--- src/rtl/fsa_overlay_stream_v3.sv ---
// Rectangle overlay on a pixel stream: 3-stage non-stalling pipeline, output FIFO, registered output.
// Configuration is shadowed on tuser beats so a frame always renders with one consistent setup.
module fsa_overlay_stream_v3 #(
    parameter int C_CHANNEL_WIDTH = 8,
    parameter int C_S_CHANNEL     = 1,
    parameter int C_IMG_WW        = 12,
    parameter int C_IMG_HW        = 12,
    parameter int C_REGIONS       = 4,
    parameter int C_FIFO_AW       = 4
) (
    input  logic                                   clk,
    input  logic                                   resetn,
    input  logic [1:0]                             mode,
    input  logic [C_REGIONS-1:0]                   region_en,
    input  logic [C_REGIONS*C_IMG_WW-1:0]          region_x0,
    input  logic [C_REGIONS*C_IMG_WW-1:0]          region_x1,
    input  logic [C_REGIONS*C_IMG_HW-1:0]          region_y0,
    input  logic [C_REGIONS*C_IMG_HW-1:0]          region_y1,
    input  logic [C_REGIONS*3*C_CHANNEL_WIDTH-1:0] region_color,
    input  logic                                   s_axis_tvalid,
    output logic                                   s_axis_tready,
    input  logic                                   s_axis_tuser,
    input  logic                                   s_axis_tlast,
    input  logic [C_CHANNEL_WIDTH*C_S_CHANNEL-1:0] s_axis_tdata,
    input  logic [C_IMG_WW-1:0]                    s_axis_source_x,
    input  logic [C_IMG_HW-1:0]                    s_axis_source_y,
    output logic                                   m_axis_tvalid,
    input  logic                                   m_axis_tready,
    output logic                                   m_axis_tuser,
    output logic                                   m_axis_tlast,
    output logic [3*C_CHANNEL_WIDTH-1:0]           m_axis_tdata,
    output logic [C_REGIONS-1:0]                   region_hit
);

    localparam int CW    = C_CHANNEL_WIDTH;
    localparam int PW    = 3 * CW;
    localparam int EW    = PW + 2;
    localparam int DEPTH = 1 << C_FIFO_AW;
    localparam logic [C_FIFO_AW:0] AF_LEVEL = (C_FIFO_AW+1)'(DEPTH - 4);

    logic [1:0]                    sh_mode;
    logic [C_REGIONS-1:0]          sh_en;
    logic [C_REGIONS*C_IMG_WW-1:0] sh_x0, sh_x1;
    logic [C_REGIONS*C_IMG_HW-1:0] sh_y0, sh_y1;
    logic [C_REGIONS*PW-1:0]       sh_color;
    logic [1:0]                    sh2_mode;
    logic [C_REGIONS*PW-1:0]       sh2_color;

    logic                 accept;
    logic [PW-1:0]        in_base;
    logic                 s1_valid, s1_tuser, s1_tlast;
    logic [PW-1:0]        s1_data;
    logic [C_IMG_WW-1:0]  s1_x;
    logic [C_IMG_HW-1:0]  s1_y;
    logic                 s2_valid, s2_tuser, s2_tlast;
    logic [PW-1:0]        s2_data;
    logic [C_REGIONS-1:0] s2_hit;
    logic                 s3_valid, s3_tuser, s3_tlast;
    logic [PW-1:0]        s3_data;

    logic [C_REGIONS-1:0] hit;
    logic [C_REGIONS-1:0] win_onehot;
    logic [PW-1:0]        win_color;
    logic [PW-1:0]        pix;
    logic [CW-1:0]        ch_b, ch_k;

    logic [EW-1:0]        mem [DEPTH];
    logic [C_FIFO_AW-1:0] wr_ptr, rd_ptr;
    logic [C_FIFO_AW:0]   fifo_count;
    logic                 fifo_rd;
    logic                 almost_full;

    assign accept = s_axis_tvalid && s_axis_tready;

    generate
        if (C_S_CHANNEL == 1) begin : g_gray
            assign in_base = {3{s_axis_tdata}};
        end else begin : g_rgb
            assign in_base = s_axis_tdata;
        end
    endgenerate

    always_comb begin
        hit = '0;
        for (int i = 0; i < C_REGIONS; i++) begin
            hit[i] = sh_en[i]
                && (s1_x >= sh_x0[i*C_IMG_WW +: C_IMG_WW]) && (s1_x <= sh_x1[i*C_IMG_WW +: C_IMG_WW])
                && (s1_y >= sh_y0[i*C_IMG_HW +: C_IMG_HW]) && (s1_y <= sh_y1[i*C_IMG_HW +: C_IMG_HW]);
        end
    end

    // Lowest index wins; blend uses floor((b+k)/2) = b/2 + k/2 + (b0 & k0) to stay at channel width.
    always_comb begin
        win_onehot = s2_hit & (~s2_hit + C_REGIONS'(1));
        win_color  = '0;
        pix        = s2_data;
        ch_b       = '0;
        ch_k       = '0;
        for (int i = C_REGIONS - 1; i >= 0; i--) begin
            if (s2_hit[i]) win_color = sh2_color[i*PW +: PW];
        end
        if (s2_hit != '0) begin
            case (sh2_mode)
                2'd1: pix = win_color;
                2'd2: begin
                    for (int c = 0; c < 3; c++) begin
                        ch_b = s2_data[c*CW +: CW];
                        ch_k = win_color[c*CW +: CW];
                        pix[c*CW +: CW] = (ch_b >> 1) + (ch_k >> 1) + {{(CW-1){1'b0}}, ch_b[0] & ch_k[0]};
                    end
                end
                2'd3: pix = ~s2_data;
                default: pix = s2_data;
            endcase
        end
    end

    // Region bounds are consumed S1->S2, mode/colour S2->S3; the second shadow follows the tuser beat.
    always_ff @(posedge clk) begin
        if (!resetn) begin
            sh_mode    <= '0;
            sh_en      <= '0;
            sh_x0      <= '0;
            sh_x1      <= '0;
            sh_y0      <= '0;
            sh_y1      <= '0;
            sh_color   <= '0;
            sh2_mode   <= '0;
            sh2_color  <= '0;
            s1_valid   <= 1'b0;
            s2_valid   <= 1'b0;
            s3_valid   <= 1'b0;
            region_hit <= '0;
        end else begin
            if (accept && s_axis_tuser) begin
                sh_mode  <= mode;
                sh_en    <= region_en;
                sh_x0    <= region_x0;
                sh_x1    <= region_x1;
                sh_y0    <= region_y0;
                sh_y1    <= region_y1;
                sh_color <= region_color;
            end
            if (s1_valid && s1_tuser) begin
                sh2_mode  <= sh_mode;
                sh2_color <= sh_color;
            end
            s1_valid <= accept;
            s2_valid <= s1_valid;
            s3_valid <= s2_valid;
            if (s2_valid) region_hit <= (s2_tuser ? '0 : region_hit) | win_onehot;
        end
    end

    always_ff @(posedge clk) begin
        s1_data  <= in_base;
        s1_x     <= s_axis_source_x;
        s1_y     <= s_axis_source_y;
        s1_tuser <= s_axis_tuser;
        s1_tlast <= s_axis_tlast;
        s2_data  <= s1_data;
        s2_hit   <= hit;
        s2_tuser <= s1_tuser;
        s2_tlast <= s1_tlast;
        s3_data  <= pix;
        s3_tuser <= s2_tuser;
        s3_tlast <= s2_tlast;
    end

    // Headroom of 4 entries absorbs the three beats already in the pipeline.
    assign almost_full   = fifo_count >= AF_LEVEL;
    assign s_axis_tready = !almost_full || !resetn;
    assign fifo_rd       = (!m_axis_tvalid || m_axis_tready) && (fifo_count != '0);

    always_ff @(posedge clk) begin
        if (s3_valid) mem[wr_ptr] <= {s3_tuser, s3_tlast, s3_data};
    end

    always_ff @(posedge clk) begin
        if (!resetn) begin
            wr_ptr        <= '0;
            rd_ptr        <= '0;
            fifo_count    <= '0;
            m_axis_tvalid <= 1'b0;
            m_axis_tuser  <= 1'b0;
            m_axis_tlast  <= 1'b0;
            m_axis_tdata  <= '0;
        end else begin
            if (s3_valid) wr_ptr <= wr_ptr + C_FIFO_AW'(1);
            if (fifo_rd)  rd_ptr <= rd_ptr + C_FIFO_AW'(1);
            case ({s3_valid, fifo_rd})
                2'b10:   fifo_count <= fifo_count + (C_FIFO_AW+1)'(1);
                2'b01:   fifo_count <= fifo_count - (C_FIFO_AW+1)'(1);
                default: fifo_count <= fifo_count;
            endcase
            if (fifo_rd) begin
                m_axis_tvalid <= 1'b1;
                {m_axis_tuser, m_axis_tlast, m_axis_tdata} <= mem[rd_ptr];
            end else if (m_axis_tready) begin
                m_axis_tvalid <= 1'b0;
            end
        end
    end

endmodule
--- config.mk ---
export PLATFORM = sky130hd
export DESIGN_NAME = fsa_overlay_stream_v3
export DESIGN_NICKNAME = d
export VERILOG_FILES = /design/src/rtl/fsa_overlay_stream_v3.sv
export SDC_FILE = /design/constraint.sdc
export NUM_CORES = 2
export LEC_CHECK = 0
export ABC_CLOCK_PERIOD_IN_PS = 4200
export BUFFER_PORTS_ARGS = -buffer_cell sky130_fd_sc_hd__buf_2
export CAP_MARGIN = 5
export CORE_MARGIN = 2
export CORE_UTILIZATION = 51
export CTS_BUF_LIST = sky130_fd_sc_hd__clkbuf_4 sky130_fd_sc_hd__clkbuf_8
export CTS_CLUSTER_DIAMETER = 120
export DETAILED_ROUTE_END_ITERATION = 6
export HOLD_SLACK_MARGIN = 0.06
export PLACE_DENSITY_LB_ADDON = 0.2
export SETUP_SLACK_MARGIN = 0.4
export SYNTH_ARGS = -nofsm -noshare
export SYNTH_HDL_FRONTEND = slang
export SYNTH_SLANG_ARGS = --single-unit
--- constraint.sdc ---
create_clock -name clk -period 4.2 [get_ports clk]
set_input_delay 0.63 -clock clk [delete_from_list [all_inputs] [get_ports clk]]
set_output_delay 0.63 -clock clk [all_outputs]
set_load 0.02 [all_outputs]
Yosys cells after proc, flatten, opt, wreduce, memory -nomap -nowiden

Memory sizes are Yosys's and may differ from the RTL's. A register that Yosys moved wholly into a read port is not among the register bits.
Cells that the tools add are included.
Widths: inputs -> output; s select.

Word-level logic and storage cells: 112
Input bits: 332
Output and inout bits: 32
Memories kept: 1
Flip-flop bits (word level): 519
Bits in writable memories: 416

Reduce and logical (&&, ||, !) cells: 30
Mux-type cells: 12
Eq/ne operators: 5
Bitwise gates (word level): 7
Add/subtract/negate cells: 11
Magnitude comparators: 17

Memory list:

| name | depth | bits a word | rd ports | clocked after Yosys merged registers in | write ports | RTL line | text |
|---|---|---|---|---|---|---|---|
| mem  | 16    | 26          | 1        | 1                                       | 1           | 67       | `logic [EW-1:0] mem [DEPTH];` |

Operators with widths:

| cell                | count |
|---|---|
| $mux 24             | 5 |
| $ge 12x12->1        | 8 |
| $le 12x12->1        | 8 |
| $pmux 24 s3         | 1 |
| $add 7x7->8         | 3 |
| $add 8x1->8         | 3 |
| $not 24->24         | 1 |
| $logic_and 1x1->1   | 20 |
| $add 4x1->4 const B | 3 |
| $pmux 5 s2          | 1 |
| $eq 2x2->1 const B  | 3 |
| $add 5x1->5 const B | 1 |
| $ge 5x4->1 const B  | 1 |
| $reduce_bool 5->1   | 1 |
| $sub 5x1->5 const B | 1 |
| $and 4x4->4         | 1 |
| $eq 2x1->1 const B  | 2 |
| $logic_not 1->1     | 4 |
| $mux 1              | 4 |
| $mux 4              | 1 |
| $not 4->4           | 1 |
| $or 4x4->4          | 1 |
| $reduce_bool 2->1   | 2 |
| $reduce_bool 4->1   | 1 |
| other kinds (2)     | 5 |

Logic depth before layout (Yosys ltp)

Depth in word-level cells: 8
Depth in mapped cells: 15
Depth with buffers taken out: 13

Worst setup path before layout

OpenSTA, ideal clock, no wires.

Kind: flip-flop to flip-flop
Start: register s2_hit[0]
End: register s3_data[6]
Period minus slack after synthesis: 3.271 ns
Arrival: 3.151 ns
Library setup time: 0.120 ns
Stages on the path, launching flop included: 16
Slack: 0.929 ns
Required time: 4.080 ns
Path through: dfxtp_1 clkbuf_1 or3_1 buf_2 clkbuf_1 a21oi_1 nor2_1 and2_1 fa_1 fa_1 a21o_1 a21oi_1 o21bai_1 a21oi_1 xnor2_1 a211o_1

Word-level cells in the longest chain between the ends: 5

Ends and longest elaborated chain:

| element                                           | RTL line | text |
|---|---|---|
| start, declared                                   | 57       | `logic [C_REGIONS-1:0] s2_hit;` |
| start signal, assigned                            | 162      | `s2_hit <= hit;` |
| $mux 24                                           | 100      | `if (s2_hit[i]) win_color = sh2_color[i*PW +: PW];` |
| $add 7x7->8 / $and 1x1->1 (equally long branches) | 109      | `pix[c*CW +: CW] = (ch_b >> 1) + (ch_k >> 1) + {{(CW-1){1'b0}}, ch_b[0] & ch_k[0]};` |
| $add 8x1->8                                       | 109      |  |
| $pmux 24 s3                                       | 103      | `case (sh2_mode)` |
| $mux 24 *                                         | 102      | `if (s2_hit != '0) begin` |
| net pix[6]                                        | 64       | `logic [PW-1:0] pix;` |
| end signal, assigned                              | 165      | `s3_data <= pix;` |
| end, declared                                     | 59       | `logic [PW-1:0] s3_data;` |

The timed path passes the listed nets; every way through them passes the cells marked *.
A chain may end at the register's enable or synchronous reset.

Final worst setup path

Start: register s2_hit[1]
End: register s3_data[22]

Word-level cells in the longest chain between the ends: 6

Ends and longest elaborated chain:

| element                                           | RTL line |
|---|---|
| $mux 24 (2 in a row)                              | 100 |
| $add 7x7->8 / $and 1x1->1 (equally long branches) | 109 |
| $add 8x1->8                                       | 109 |
| $pmux 24 s3                                       | 103 |
| $mux 24 *                                         | 102 |
| net pix[22]                                       | 64 |

Marks and branches as above.

==> impl_metrics.tcl <==
set metrics [dict create \
    power.sequential.fraction 0.465 \
    power.combinational.fraction 0.168 \
    fin_crit_ns 3.413 \
    crit_type "reg2reg" \
    grt_antenna_before_repair 14 \
    finalHoldViolations 0 \
    synthesis.nets 4151 \
    place_hpwl_um 66520 \
    synth.cell_area_um2 40160 \
    final_net_count 4757 \
    maximum_achievable_frequency_ghz 0.2930 \
    fin_setup_tns_ns 0 \
    root_buffer_cell "sky130_fd_sc_hd__clkbuf_8" \
    worst_slew_pin_slew_ns 1.207 \
    slew_viol_final 0 \
    totalWireLength_um 104800 \
    io_pins 364 \
    portBuffers 363 \
    power_density_nw_per_um2 454.5 \
    power.switching_mw 5.978 \
    grt_first_pass_wirelength_um 162100 \
    synth-seq-cells 929 \
    cellLeakagePower_nw 17.78 \
    finalSetupViolations 0 \
    first_global_vias 29030 \
    clk_path_buf_depth 3 \
    fillerInstances 6173 \
    cap_viol_max_count 0 \
    netlist_instances 3593 \
    postRouteAntennaNets 0 \
    floorplan.die.height_um 284.6 \
    tritoncts "built" \
    worst-endpoint-required_ns 4.87 \
    route.vias.total 28730 \
    worst_path_fanout_max 17 \
    outcome "finished clean" \
    sequential_cell_area_um2 22770 \
    synth.largest_area_cell "sky130_fd_sc_hd__edfxtp_1" \
    synth-warning-count 0 \
    synth.yosys.seq_area_share 0.5667 \
    ctsHtreeMaxLevel 4 \
    drc 0 \
    slew-limit-headroom 0.1748 \
    critical_path_arrival_ns 4.08 \
    power.clock.fraction 0.367 \
    pre_cts_slack_ns 0.8779 \
    clock_latency_on_the_worst_skew_pair_ns 0.81 \
    cts_made_buffers 153 \
    core_area_um2 77720 \
    syn_avg_cell_area_um2 11.18 \
    number_of_placement_rows 102 \
    worst_hold_path_type "in2reg" \
    gr-total-overflow 0 \
    postSynth.asyncResetShare 0 \
    fp.dieW_um 284.6 \
    drtPass1Iterations 5 \
    ir_worst_vdd_uv 435.5 \
    grt_usage 0.2589 \
    fraction_of_final_layout_cells_sized_beyond_drive_strength_1 0.1889 \
    setup_slack_ns 0.7870 \
    viasPerCell 5.354 \
    synth_cell_type_count 48 \
    postLayoutCoreUtil 0.6252 \
    clkTransAtPathRegs_ns 0.06 \
    unrepaired_setup_endpoints_after_global_routing "no" \
    gp_congestion 0.8968 \
    critical_path_launch_point_type "flop" \
    initial_core_util 0.5167 \
    post_synthesis_to_final_layout_area_growth_pct 20.98 \
    post-synth-top-count-cell "sky130_fd_sc_hd__nand2_1" \
    hold_slack_ns 0.1146 \
    fin_skew_ns 0.03762 \
    share_of_yosys_cell_area_claimed_by_the_top_area_cell_type 0.3110 \
    tritoncts_num_sinks 929 \
    internal_power_mw 16.11 \
    cts.repair.resized 0 \
    dr.first_iter.drc_count 1998 \
    multiInputGateArea_um2 15780 \
    ctsHoldBuffers 240 \
    post_synth_most_frequent_cells "887 x sky130_fd_sc_hd__nand2_1, 513 x sky130_fd_sc_hd__dfxtp_1, 416 x sky130_fd_sc_hd__edfxtp_1" \
    ys_top_cells_by_area "sky130_fd_sc_hd__edfxtp_1 31%, sky130_fd_sc_hd__dfxtp_1 26%, sky130_fd_sc_hd__nand2_1 8.3%, sky130_fd_sc_hd__a21boi_0 7.5%, sky130_fd_sc_hd__mux4_2 7.3%" \
    post_synth_edffs 416 \
    die_area_um2 81010 \
    synth_flop_cell "sky130_fd_sc_hd__dfxtp_1" \
    r2r_setup_slack_ns 0.79 \
    cp-end-kind "flop" \
    post_cts_setup_buffers 0 \
    grt_max_degree 211 \
    swShare 0.2707 \
    period_share 0.8126 \
    detail_route.wl_per_cell_um 19.52 \
]
[power groups by stage]
| stage | registers (mW) | clock network [mW] | logic [mW] |
|---|---|---|---|
| 2_1_floorplan | 10.4 | 0 | 2.55 |
| 3_3_place_gp | 10.5 | 0 | 3.51 |
| 3_5_place_dp | 10.5 | 0 | 3.56 |
| 4_1_cts | 10.3 | 8.28 | 3.75 |
| 5_1_grt | 10.3 | 8.69 | 4.09 |
| 6_report | 10.3 | 8.11 | 3.71 |
[cells in the final DEF, fill, tap and decap left out, types with 43 or more instances in the layout]
cell type	n
sky130_fd_sc_hd__nand2_1	886
sky130_fd_sc_hd__buf_2	362
sky130_fd_sc_hd__o21ai_0	43
sky130_fd_sc_hd__edfxtp_1	416
sky130_fd_sc_hd__inv_1	211
sky130_fd_sc_hd__a21boi_0	400
sky130_fd_sc_hd__mux4_2	130
sky130_fd_sc_hd__ha_1	219
sky130_fd_sc_hd__a21oi_1	134
sky130_fd_sc_hd__dfxtp_1	508
sky130_fd_sc_hd__clkbuf_4	53
sky130_fd_sc_hd__clkbuf_8	174
sky130_fd_sc_hd__nor2_1	67
sky130_fd_sc_hd__dlygate4sd3_1	240
[critical path, cell delays in order, from the launching register on]
cell and delay, ns:
sky130_fd_sc_hd__dfxtp_2 0.32, sky130_fd_sc_hd__or3_1 0.62, sky130_fd_sc_hd__a21oi_1 0.22, sky130_fd_sc_hd__nor2_1 0.08, sky130_fd_sc_hd__and2_1 0.17, sky130_fd_sc_hd__fa_1 0.41, sky130_fd_sc_hd__fa_1 0.43, sky130_fd_sc_hd__a21o_1 0.19
sky130_fd_sc_hd__a21oi_1 0.22, sky130_fd_sc_hd__o21bai_1 0.10, sky130_fd_sc_hd__a21oi_1 0.18, sky130_fd_sc_hd__xnor2_1 0.08, sky130_fd_sc_hd__a211o_1 0.27
[path summary, 6_finish.rpt]
path | from | end | depth (start not counted)
min reg2reg | s1_data[19] | s2_data[19] | 0
min | region_color[73] | sh_color[73] | 3
max reg2reg | s2_hit[1] | s3_data[22] | 12
max | s2_hit[1] | s3_data[22] | 12
[registers in the layout, indices dropped and copies added, names as in the netlist, 12 cells and up]
name	flops
sh_y1	48
s1_y	12
s3_data	24
sh2_color	96
sh_color	96
sh_y0	48
sh_x1	48
s1_x	12
mem	416
sh_x0	48
m_axis_tdata	24
[layer usage]
metal	vias to the layer above	part of all wire	track usage	wire length, um
met5	-	0.00012	0	13
met1	13820	0.43	0.3342	44630
met2	836	0.48	0.4311	50760
met3	238	0.051	0.04173	5387
met4	2	0.038	0.1143	3964
li1	13840	-	-	-
[cells by family (layout without fill, tap and decap cells)]
kind of cell,after synthesis,in the layout,synth area share
compound gates,724,724,0.1239
xor+xnor,25,25,0.005452
fa+ha+maj,226,226,0.07172
buf+inv,414,1141,0.04115
flops,929,929,0.5667
mux,132,132,0.07340
other cells,0,7,0
simple gates,1143,1143,0.1176
[cell type report]
class,instances,area share
antenna,7,0.0003605
timing repair buffer,654,0.09801
clock buffer,227,0.05748
inverter,211,0.01630
tap,1040,0.02678
clock inverter,49,0.007674
multi-input combinational,2250,0.3247
sequential,929,0.4687
[through the flow]
stage          power [mW]  instance area (um2)  instances
3_3_place_gp        13.96                43000       4844
4_1_cts             22.30                48570       5360
6_report            22.08                48590       5367
2_1_floorplan       12.91                40160       3593
3_5_place_dp        14.03                43000       4844
5_1_grt             23.12                48590       5367
Note: power is estimated with default switching activity, not from simulation.
